$ cat config.mk
export PLATFORM = sky130hd
export DESIGN_NAME = forward_pipe_chain_flat
export DESIGN_NICKNAME = d
export VERILOG_FILES = /design/src/rtl/forward_pipe_pkg.sv /design/src/rtl/forward_pipe_if.sv /design/src/rtl/forward_pipe_stage.sv /design/src/rtl/forward_pipe_chain.sv /design/src/flat_wrapper.sv
export SDC_FILE = /design/constraint.sdc
export NUM_CORES = 1
export LEC_CHECK = 0
export BUFFER_PORTS_ARGS = -buffer_cell sky130_fd_sc_hd__buf_2
export CAP_MARGIN = 20
export CORE_ASPECT_RATIO = 1.4
export CORE_MARGIN = 2
export CORE_UTILIZATION = 40
export CTS_BUF_LIST = sky130_fd_sc_hd__clkbuf_8
export CTS_CLUSTER_DIAMETER = 60
export DETAILED_ROUTE_END_ITERATION = 8
export PLACE_DENSITY = 0.78
export REMOVE_ABC_BUFFERS = 1
export SLEW_MARGIN = 20
export SYNTH_ARGS = -nofsm -noshare
export SYNTH_HDL_FRONTEND = slang
export SYNTH_SLANG_ARGS = --single-unit
export TNS_END_PERCENT = 50
$ cat constraint.sdc
create_clock -name clk -period 1.4 [get_ports clk]
set_input_delay 0.07 -clock clk [delete_from_list [all_inputs] [get_ports clk]]
set_output_delay 0.07 -clock clk [all_outputs]
set_load 0.03 [all_outputs]
$ cat src/rtl/forward_pipe_pkg.sv
// Shared constants and helpers for the forward register-slice chain.
package forward_pipe_pkg;

  localparam int STAGES_MIN = 1;
  localparam int STAGES_MAX = 16;

  // Width needed to count 0..stages inclusive.
  function automatic int cnt_width(input int stages);
    return $clog2(stages + 1);
  endfunction

endpackage

$ cat src/rtl/forward_pipe_if.sv
// Stream, flush and occupancy bundle between a producer/consumer pair and the chain.
interface forward_pipe_if
  import forward_pipe_pkg::*;
#(
  parameter int L      = 8,
  parameter int STAGES = 2
);
  localparam int CW = cnt_width(STAGES);

  logic          flush;
  logic          valid_f;
  logic [L-1:0]  data_f;
  logic          ready_f;
  logic          valid_b;
  logic [L-1:0]  data_b;
  logic          ready_b;
  logic [CW-1:0] occupancy;

  modport master (
    output valid_f, data_f, ready_b, flush,
    input  ready_f, valid_b, data_b, occupancy
  );

  modport slave (
    input  valid_f, data_f, ready_b, flush,
    output ready_f, valid_b, data_b, occupancy
  );

endinterface

$ cat src/rtl/forward_pipe_stage.sv
// One forward register slice: registers valid/data, passes ready combinationally.
module forward_pipe_stage #(
  parameter int L = 8
) (
  input  logic         clk,
  input  logic         rst,
  input  logic         flush,
  input  logic         in_valid,
  input  logic [L-1:0] in_data,
  output logic         in_ready,
  output logic         out_valid,
  output logic [L-1:0] out_data,
  input  logic         out_ready
);

  assign in_ready = !out_valid || out_ready;

  // Slice register; data only loads on a valid word so bubbles do not toggle it.
  always_ff @(posedge clk or negedge rst) begin
    if (!rst) begin
      out_valid <= 1'b0;
      out_data  <= {L{1'b0}};
    end else if (flush) begin
      out_valid <= 1'b0;
    end else if (in_ready) begin
      out_valid <= in_valid;
      if (in_valid) begin
        out_data <= in_data;
      end
    end
  end

endmodule

$ cat src/rtl/forward_pipe_chain.sv
// Chain of STAGES forward slices with bubble collapse, flush and an occupancy count.
module forward_pipe_chain
  import forward_pipe_pkg::*;
#(
  parameter int L      = 8,
  parameter int STAGES = 2
) (
  input  logic           clk,
  input  logic           rst,
  forward_pipe_if.slave  bus
);

  localparam int CW = cnt_width(STAGES);

  if (STAGES < STAGES_MIN || STAGES > STAGES_MAX) begin : g_bad_stages
    $error("forward_pipe_chain: STAGES out of range 1..16");
  end

  logic [STAGES-1:0] v;
  logic [L-1:0]      d [STAGES];
  logic [CW-1:0]     occ_r;
  logic              up_fire;
  logic              dn_fire;

  // Each stage owns its ready net so the ready chain has no self-referencing vector.
  for (genvar k = 0; k < STAGES; k++) begin : g_stage
    logic         rdy;
    logic         nxt_rdy;
    logic         in_v;
    logic [L-1:0] in_d;

    if (k == 0) begin : g_head
      assign in_v = bus.valid_f;
      assign in_d = bus.data_f;
    end else begin : g_body
      assign in_v = v[k-1];
      assign in_d = d[k-1];
    end

    if (k == STAGES - 1) begin : g_tail
      assign nxt_rdy = bus.ready_b;
    end else begin : g_link
      assign nxt_rdy = g_stage[k+1].rdy;
    end

    forward_pipe_stage #(.L(L)) u_stage (
      .clk       (clk),
      .rst       (rst),
      .flush     (bus.flush),
      .in_valid  (in_v),
      .in_data   (in_d),
      .in_ready  (rdy),
      .out_valid (v[k]),
      .out_data  (d[k]),
      .out_ready (nxt_rdy)
    );
  end

  assign bus.ready_f = g_stage[0].rdy;
  assign up_fire     = bus.valid_f && g_stage[0].rdy;
  assign dn_fire     = v[STAGES-1] && bus.ready_b;

  // Occupancy tracks popcount(v); flush wins over any simultaneous fire.
  always_ff @(posedge clk or negedge rst) begin
    if (!rst) begin
      occ_r <= {CW{1'b0}};
    end else if (bus.flush) begin
      occ_r <= {CW{1'b0}};
    end else if (up_fire && !dn_fire) begin
      occ_r <= occ_r + CW'(1'b1);
    end else if (dn_fire && !up_fire) begin
      occ_r <= occ_r - CW'(1'b1);
    end else begin
      occ_r <= occ_r;
    end
  end

  assign bus.valid_b   = v[STAGES-1];
  assign bus.data_b    = d[STAGES-1];
  assign bus.occupancy = occ_r;

endmodule

$ cat src/flat_wrapper.sv
// flat-port wrapper written by rule: the top's interface ports become plain ports
module forward_pipe_chain_flat import forward_pipe_pkg::*;
#(
  parameter int L      = 8,
  parameter int STAGES = 2
)
  (clk, rst, bus_valid_f, bus_data_f, bus_ready_b, bus_flush, bus_ready_f, bus_valid_b, bus_data_b, bus_occupancy);
  forward_pipe_if #(.L(L), .STAGES(STAGES)) bus_i ();
  input  logic clk;
  input  logic rst;
  input wire logic [$bits(bus_i.valid_f)-1:0] bus_valid_f;
  input wire logic [$bits(bus_i.data_f)-1:0] bus_data_f;
  input wire logic [$bits(bus_i.ready_b)-1:0] bus_ready_b;
  input wire logic [$bits(bus_i.flush)-1:0] bus_flush;
  output wire logic [$bits(bus_i.ready_f)-1:0] bus_ready_f;
  output wire logic [$bits(bus_i.valid_b)-1:0] bus_valid_b;
  output wire logic [$bits(bus_i.data_b)-1:0] bus_data_b;
  output wire logic [$bits(bus_i.occupancy)-1:0] bus_occupancy;
  assign bus_i.valid_f = bus_valid_f;
  assign bus_i.data_f = bus_data_f;
  assign bus_i.ready_b = bus_ready_b;
  assign bus_i.flush = bus_flush;
  assign bus_ready_f = bus_i.ready_f;
  assign bus_valid_b = bus_i.valid_b;
  assign bus_data_b = bus_i.data_b;
  assign bus_occupancy = bus_i.occupancy;
  forward_pipe_chain #(.L(L), .STAGES(STAGES)) u_core (.clk(clk), .rst(rst), .bus(bus_i));
endmodule
# After elaboration in Yosys (flattened, before gate mapping)
# Index checks and enable logic that the tools add are counted.
# totals
n_memories	0
mem_bits_ro	0
reg_bits	20
input_bits	13
word_cells	30
latch_bits	0
mem_bits_rw	0
out_inout_bits	12
# classes
n_addsub	2
n_shift	0
n_bitwise	1
mul	0
reduce_logical	15
n_lt_le_gt_ge	0
mux	7
div	0
n_eq_ne	0
# ops
op	n
$mux 2	3
$reduce_and 3->1	2
$logic_and 1x1->1	4
$logic_not 1->1	4
$mux 1	4
$reduce_bool 2->1	2
$reduce_bool 3->1	1
$add 2x1->2 const B	1
$logic_or 1x1->1	2
$sub 2x1->2 const B	1
$not 1->1	1

# Logic depth before layout (Yosys ltp)
# depth
word_depth	9
ltp_mapped	4
mapped_depth_nobuf	4

# Hierarchy
# Synthesis repeated with hierarchy kept, for this count alone.
# unflattened
cells_unflattened	60
hier_area_um2	864.6
# by_module_without_submodules
module	area_per_inst_um2	seq_area_each_um2	n_inst	cells_per_inst
forward_pipe_stage	359.1	225.2	2	22
forward_pipe_chain	146.4	50.0	1	16

# Least setup slack after synthesis
# Ideal clock, no wire load.
# synth_path
kind	register to register
from	register u_core.g_stage[1].u_stage.out_valid
to	register u_core.g_stage[0].u_stage.out_data[0]
stages_incl_launch_ff	5
arrival_time_ns	1.694
synth_period_minus_slack_ns	1.819
required_time_ns	1.275
setup_time_ns	0.125
path_slack_ns	-0.419
path_buffers	0
cell_sequence	dfrtp_1 -> nor2b_2 -> nand2_1 -> nand3b_1 -> mux2_2
# synth_via
elab_chain_cells	4
# synth_rtl
item	line_no	text
start, declared	forward_pipe_stage.sv:11	output logic out_valid,
start signal, assigned	forward_pipe_stage.sv:26	out_valid <= in_valid;
$logic_not 1->1	forward_pipe_stage.sv:16	assign in_ready = !out_valid || out_ready;
$logic_or 1x1->1 (2 in a row)	forward_pipe_stage.sv:16	
net bus_ready_f	flat_wrapper.sv:15	output wire logic [$bits(bus_i.ready_f)-1:0] bus_ready_f;
$reduce_and 3->1 (no source line)	n/a	
end signal, assigned	forward_pipe_stage.sv:22	out_data <= {L{1'b0}};
end signal, assigned	forward_pipe_stage.sv:28	out_data <= in_data;
end, declared	forward_pipe_stage.sv:12	output logic [L-1:0] out_data,
# The timed path passes the listed nets, and every way through them passes these cells.
# A chain may end at the register's enable or synchronous reset.

# Worst setup path after layout
# layout_path
from	register u_core.g_stage[0].u_stage.out_valid
to	register u_core.occ_r[1], in the netlist u_core.bus.occupancy[1]
# layout_via
elab_chain_cells	6
elab_cells_between_ends	9
cone_classes	mux: 2; reduce/logical: 7
# layout_rtl
item	line_no	text
start, declared	forward_pipe_stage.sv:11	
start signal, assigned	forward_pipe_stage.sv:26	
$logic_not 1->1 (*)	forward_pipe_stage.sv:16	
$logic_or 1x1->1 (*)	forward_pipe_stage.sv:16	
$logic_and 1x1->1 (*)	forward_pipe_chain.sv:60	assign up_fire = bus.valid_f && g_stage[0].rdy;
$logic_and 1x1->1 or $logic_not 1->1 (tied branches)	forward_pipe_chain.sv:69, forward_pipe_chain.sv:71	
$mux 2 or $logic_and 1x1->1 (tied branches)	forward_pipe_chain.sv:69, forward_pipe_chain.sv:71	
$mux 2 or $reduce_bool 3->1 (tied branches)	n/a	
end signal, assigned	forward_pipe_chain.sv:66	occ_r <= {CW{1'b0}};
end signal, assigned	forward_pipe_chain.sv:68	occ_r <= {CW{1'b0}};
end signal, assigned	forward_pipe_chain.sv:70	occ_r <= occ_r + CW'(1'b1);
end, declared	forward_pipe_chain.sv:21	logic [CW-1:0] occ_r;
# Every way passes the cells marked *; elsewhere a longest branch is shown, timed or not.

==> out/results.ini <==
[status]
outcome=finished, violations left
violations=negative setup slack

[synthesis]
synth_top_area_share_pct=60.5
synth_area_um2=827
synth-simple-area-share_pct=12.0
synthAdderAreaFrac_pct=0
ys_seq_area_share_pct=60.5
ys_ff_latch=20
synth_top_family_by_area=multiplexers
synth_compound_area_share_pct=5.30
syn_avg_cell_area_um2=14.5
yosys_warnings=0
synth_xor_area_share_pct=0
synth_cells=57
synth_cell_types=20
synth_area_leaders=dfrtp_1 61%, mux2_2 22%, nor4b_2 1.8%
yosysTopAreaCell=dfrtp_1
synthMuxAreaShare_pct=21.8

[setup_path]
path_class=flip-flop to flip-flop
crit_path_end_kind=flip-flop
crit_required_ns=1.54
setup.worst_path.start_class=flip-flop
crit_arrival_ns=1.61
r2r-start=u_core.g_stage[0].u_stage.out_valid$_DFFE_PN0P_
critical-path-slowest-cell=dfrtp_1
critical_path_peak_fanout=3
r2r_end=u_core.bus.occupancy[1]$_DFFE_PN0P_
rrSetupSlack_ns=-0.07
r2r_cells=4
slowest_delay_ns=0.40
cp_cell_sequence=or3b_4 -> a32oi_2 -> nor3b_1 -> a211o_1

[place]
hpwl_mm=1.03
place_ws_ns=-0.0442
port_buffers=24
place_congestion=0.795

[floorplanning]
ioPinCount=25
dieArea_um2=2450
core_um2=1950
die_w_um=42.4
chipHeight_um=57.8
row_count=19
start_util_pct=42.4

[timing]
rsz0062_at_grt=true
maxSlewViolCount=0
final_hold_viol_count=0
fin_ws_ns=-0.0657
whs_ns=0.0373
worst_slew_margin_rel_pct=71.9
post-route-period-util_pct=105
timing.fmax_mhz=682
worst_slew_pin_slew_ns=0.422
skew_ns=0.00260
setup_violations=1
fin_crit_ns=1.47

[power]
p_leak_nw=0.554
ir_drop_uv=954
cellPowerDensity_nw_per_um2=1430

[route]
drtPass1Iterations=1
drtIter0Drc=0
routed_via_density=5.23
wl_mm=1.48
routedWlPerCell_um=13.3
drc_errors=0
drtAntennaViolNets=0
vias=580

[clock_tree]
clkSinkCount=20
cts_buffer_depth=2
htree_levels=1
clockRootBuffer=clkbuf_8
clk_pin_slew_ns=0.06
cts_tree=built
numCtsBuffers=3
clkLatencyLatePin_ns=0.26

[layout]
post_route_cells_drive_above_1_share_pct=61.1
area_growth_pct=35.6
mostFrequentLayoutCells=24 x buf_2, 20 x dfrtp_1, 8 x mux2_4, 8 x mux2_2, 4 x buf_4
finalNetCount=105
antenna_cells=0
layout_commonest_cell=buf_2

[global_route]
overflow=0
antenna_found_initial=0
grtUsageTotal_pct=12.8
grt_pass1_vias=553
grt_max_degree=21
grt_pass1_wl_mm=2.29

[worst_hold_path]
holdPathEnd=u_core.g_stage[0].u_stage.out_data[2]$_DFFE_PN0P_
hold_path_class=primary input to flip-flop
hold_depth=2
hold_start=bus_data_f[2]

[run]
drv_cap=0

[layout make-up]
cell class,count,area (um2)
multi-input cells,36,370
repair buffers,31,183
clock buffers,3,41.3
fillers,172,828
well taps,21,26.3
flip-flops and latches,20,500
[flip-flops by register name (all words and copies together) (netlist names)]
signal and count:
u_core.g_stage.u_stage.out_valid 2, u_core.bus.occupancy 2, u_core.g_stage.u_stage.out_data 16
[timing repair]
item | CTS | global route
resized for setup | 2 | 12
hold endpoints to repair | 20 | 0
pin swaps | 0 | 3
endpoints found under the setup margin | 10 | 9
hold buffers | 1 | 0
gates cloned | 0 | 0
buffers inserted | 0 | 1
[logic make-up (layout without fill, tap and decap cells)]
| group | after synthesis | count (layout) |
|---|---|---|
| AO/OA/AOI/OAI | 6 | 6 |
| AND/OR/NAND/NOR | 14 | 14 |
| multiplexers | 16 | 16 |
| flip-flops | 20 | 20 |
| buffers and inverters | 1 | 34 |
[synthesized netlist by cell type]
library cell  count
nor2b_2           1
a21o_1            1
nor3_1            1
nor3b_1           1
mux2_2           16
nand2b_1          1
or3b_1            1
dfrtp_1          20
nor2b_1           2
clkbuf_1          1
o21ai_0           1
a221oi_1          1
a32oi_1           1
a211o_1           1
nand3b_1          1
nor4b_2           1
nand2_1           1
nor3b_2           1
a21oi_1           1
nor2_1            3
[layer usage]
metal,track usage (%),vias to the layer above,part of all wire [%]
li1,-,274,-
met1,14.5,281,42
met2,20.2,22,49
met3,4.98,3,7.0
met4,8.04,0,2.2
met5,0,-,0
[power by group]
group	leakage (nW)	total [mW]	internal [mW]	switching, mW
clock	0.0216	0.358	0.191	0.167
combinational	0.291	0.485	0.211	0.274
sequential	0.241	0.762	0.696	0.0653
total	0.554	1.61	1.10	0.506
[worst max-delay path: cells and delay by family, from the launching register on]
kind / cells / cell delay, ns
and+or+nand+nor: 2 / 0.45
DFF: 1 / 0.40
AOI/OAI and AO/OA: 2 / 0.49
[per-stage QoR]
stage	total power, mW	area (um2)	instances	util (%)	TNS, ns
CTS	1.60	1070	110	54.9	-0.0555
global route	1.69	1120	111	57.5	-0.357
floorplan	1.07	823	56	-	-5.48
global placement	1.21	1010	106	51.7	0
detailed placement	1.22	1010	106	51.7	-0.0442
finish	1.61	1120	111	57.5	-0.0657
[worst max-delay path by stage]
stage	startpoint	end	slack [ns]	depth (start not counted)
CTS	u_core.g_stage[0].u_stage.out_valid$_DFFE_PN0P_	u_core.bus.occupancy[1]$_DFFE_PN0P_	-0.06	4
detailed placement	u_core.g_stage[0].u_stage.out_valid$_DFFE_PN0P_	u_core.bus.occupancy[1]$_DFFE_PN0P_	-0.04	4
global route	u_core.g_stage[0].u_stage.out_valid$_DFFE_PN0P_	u_core.bus.occupancy[1]$_DFFE_PN0P_	-0.12	4
floorplan	u_core.g_stage[1].u_stage.out_valid$_DFFE_PN0P_	u_core.g_stage[0].u_stage.out_data[0]$_DFFE_PN0P_	-0.42	4
global placement	u_core.g_stage[1].u_stage.out_valid$_DFFE_PN0P_	u_core.g_stage[0].u_stage.out_data[6]$_DFFE_PN0P_	0.01	5
finish	u_core.g_stage[0].u_stage.out_valid$_DFFE_PN0P_	u_core.bus.occupancy[1]$_DFFE_PN0P_	-0.07	4
Note: power is estimated with default switching activity, not from simulation.
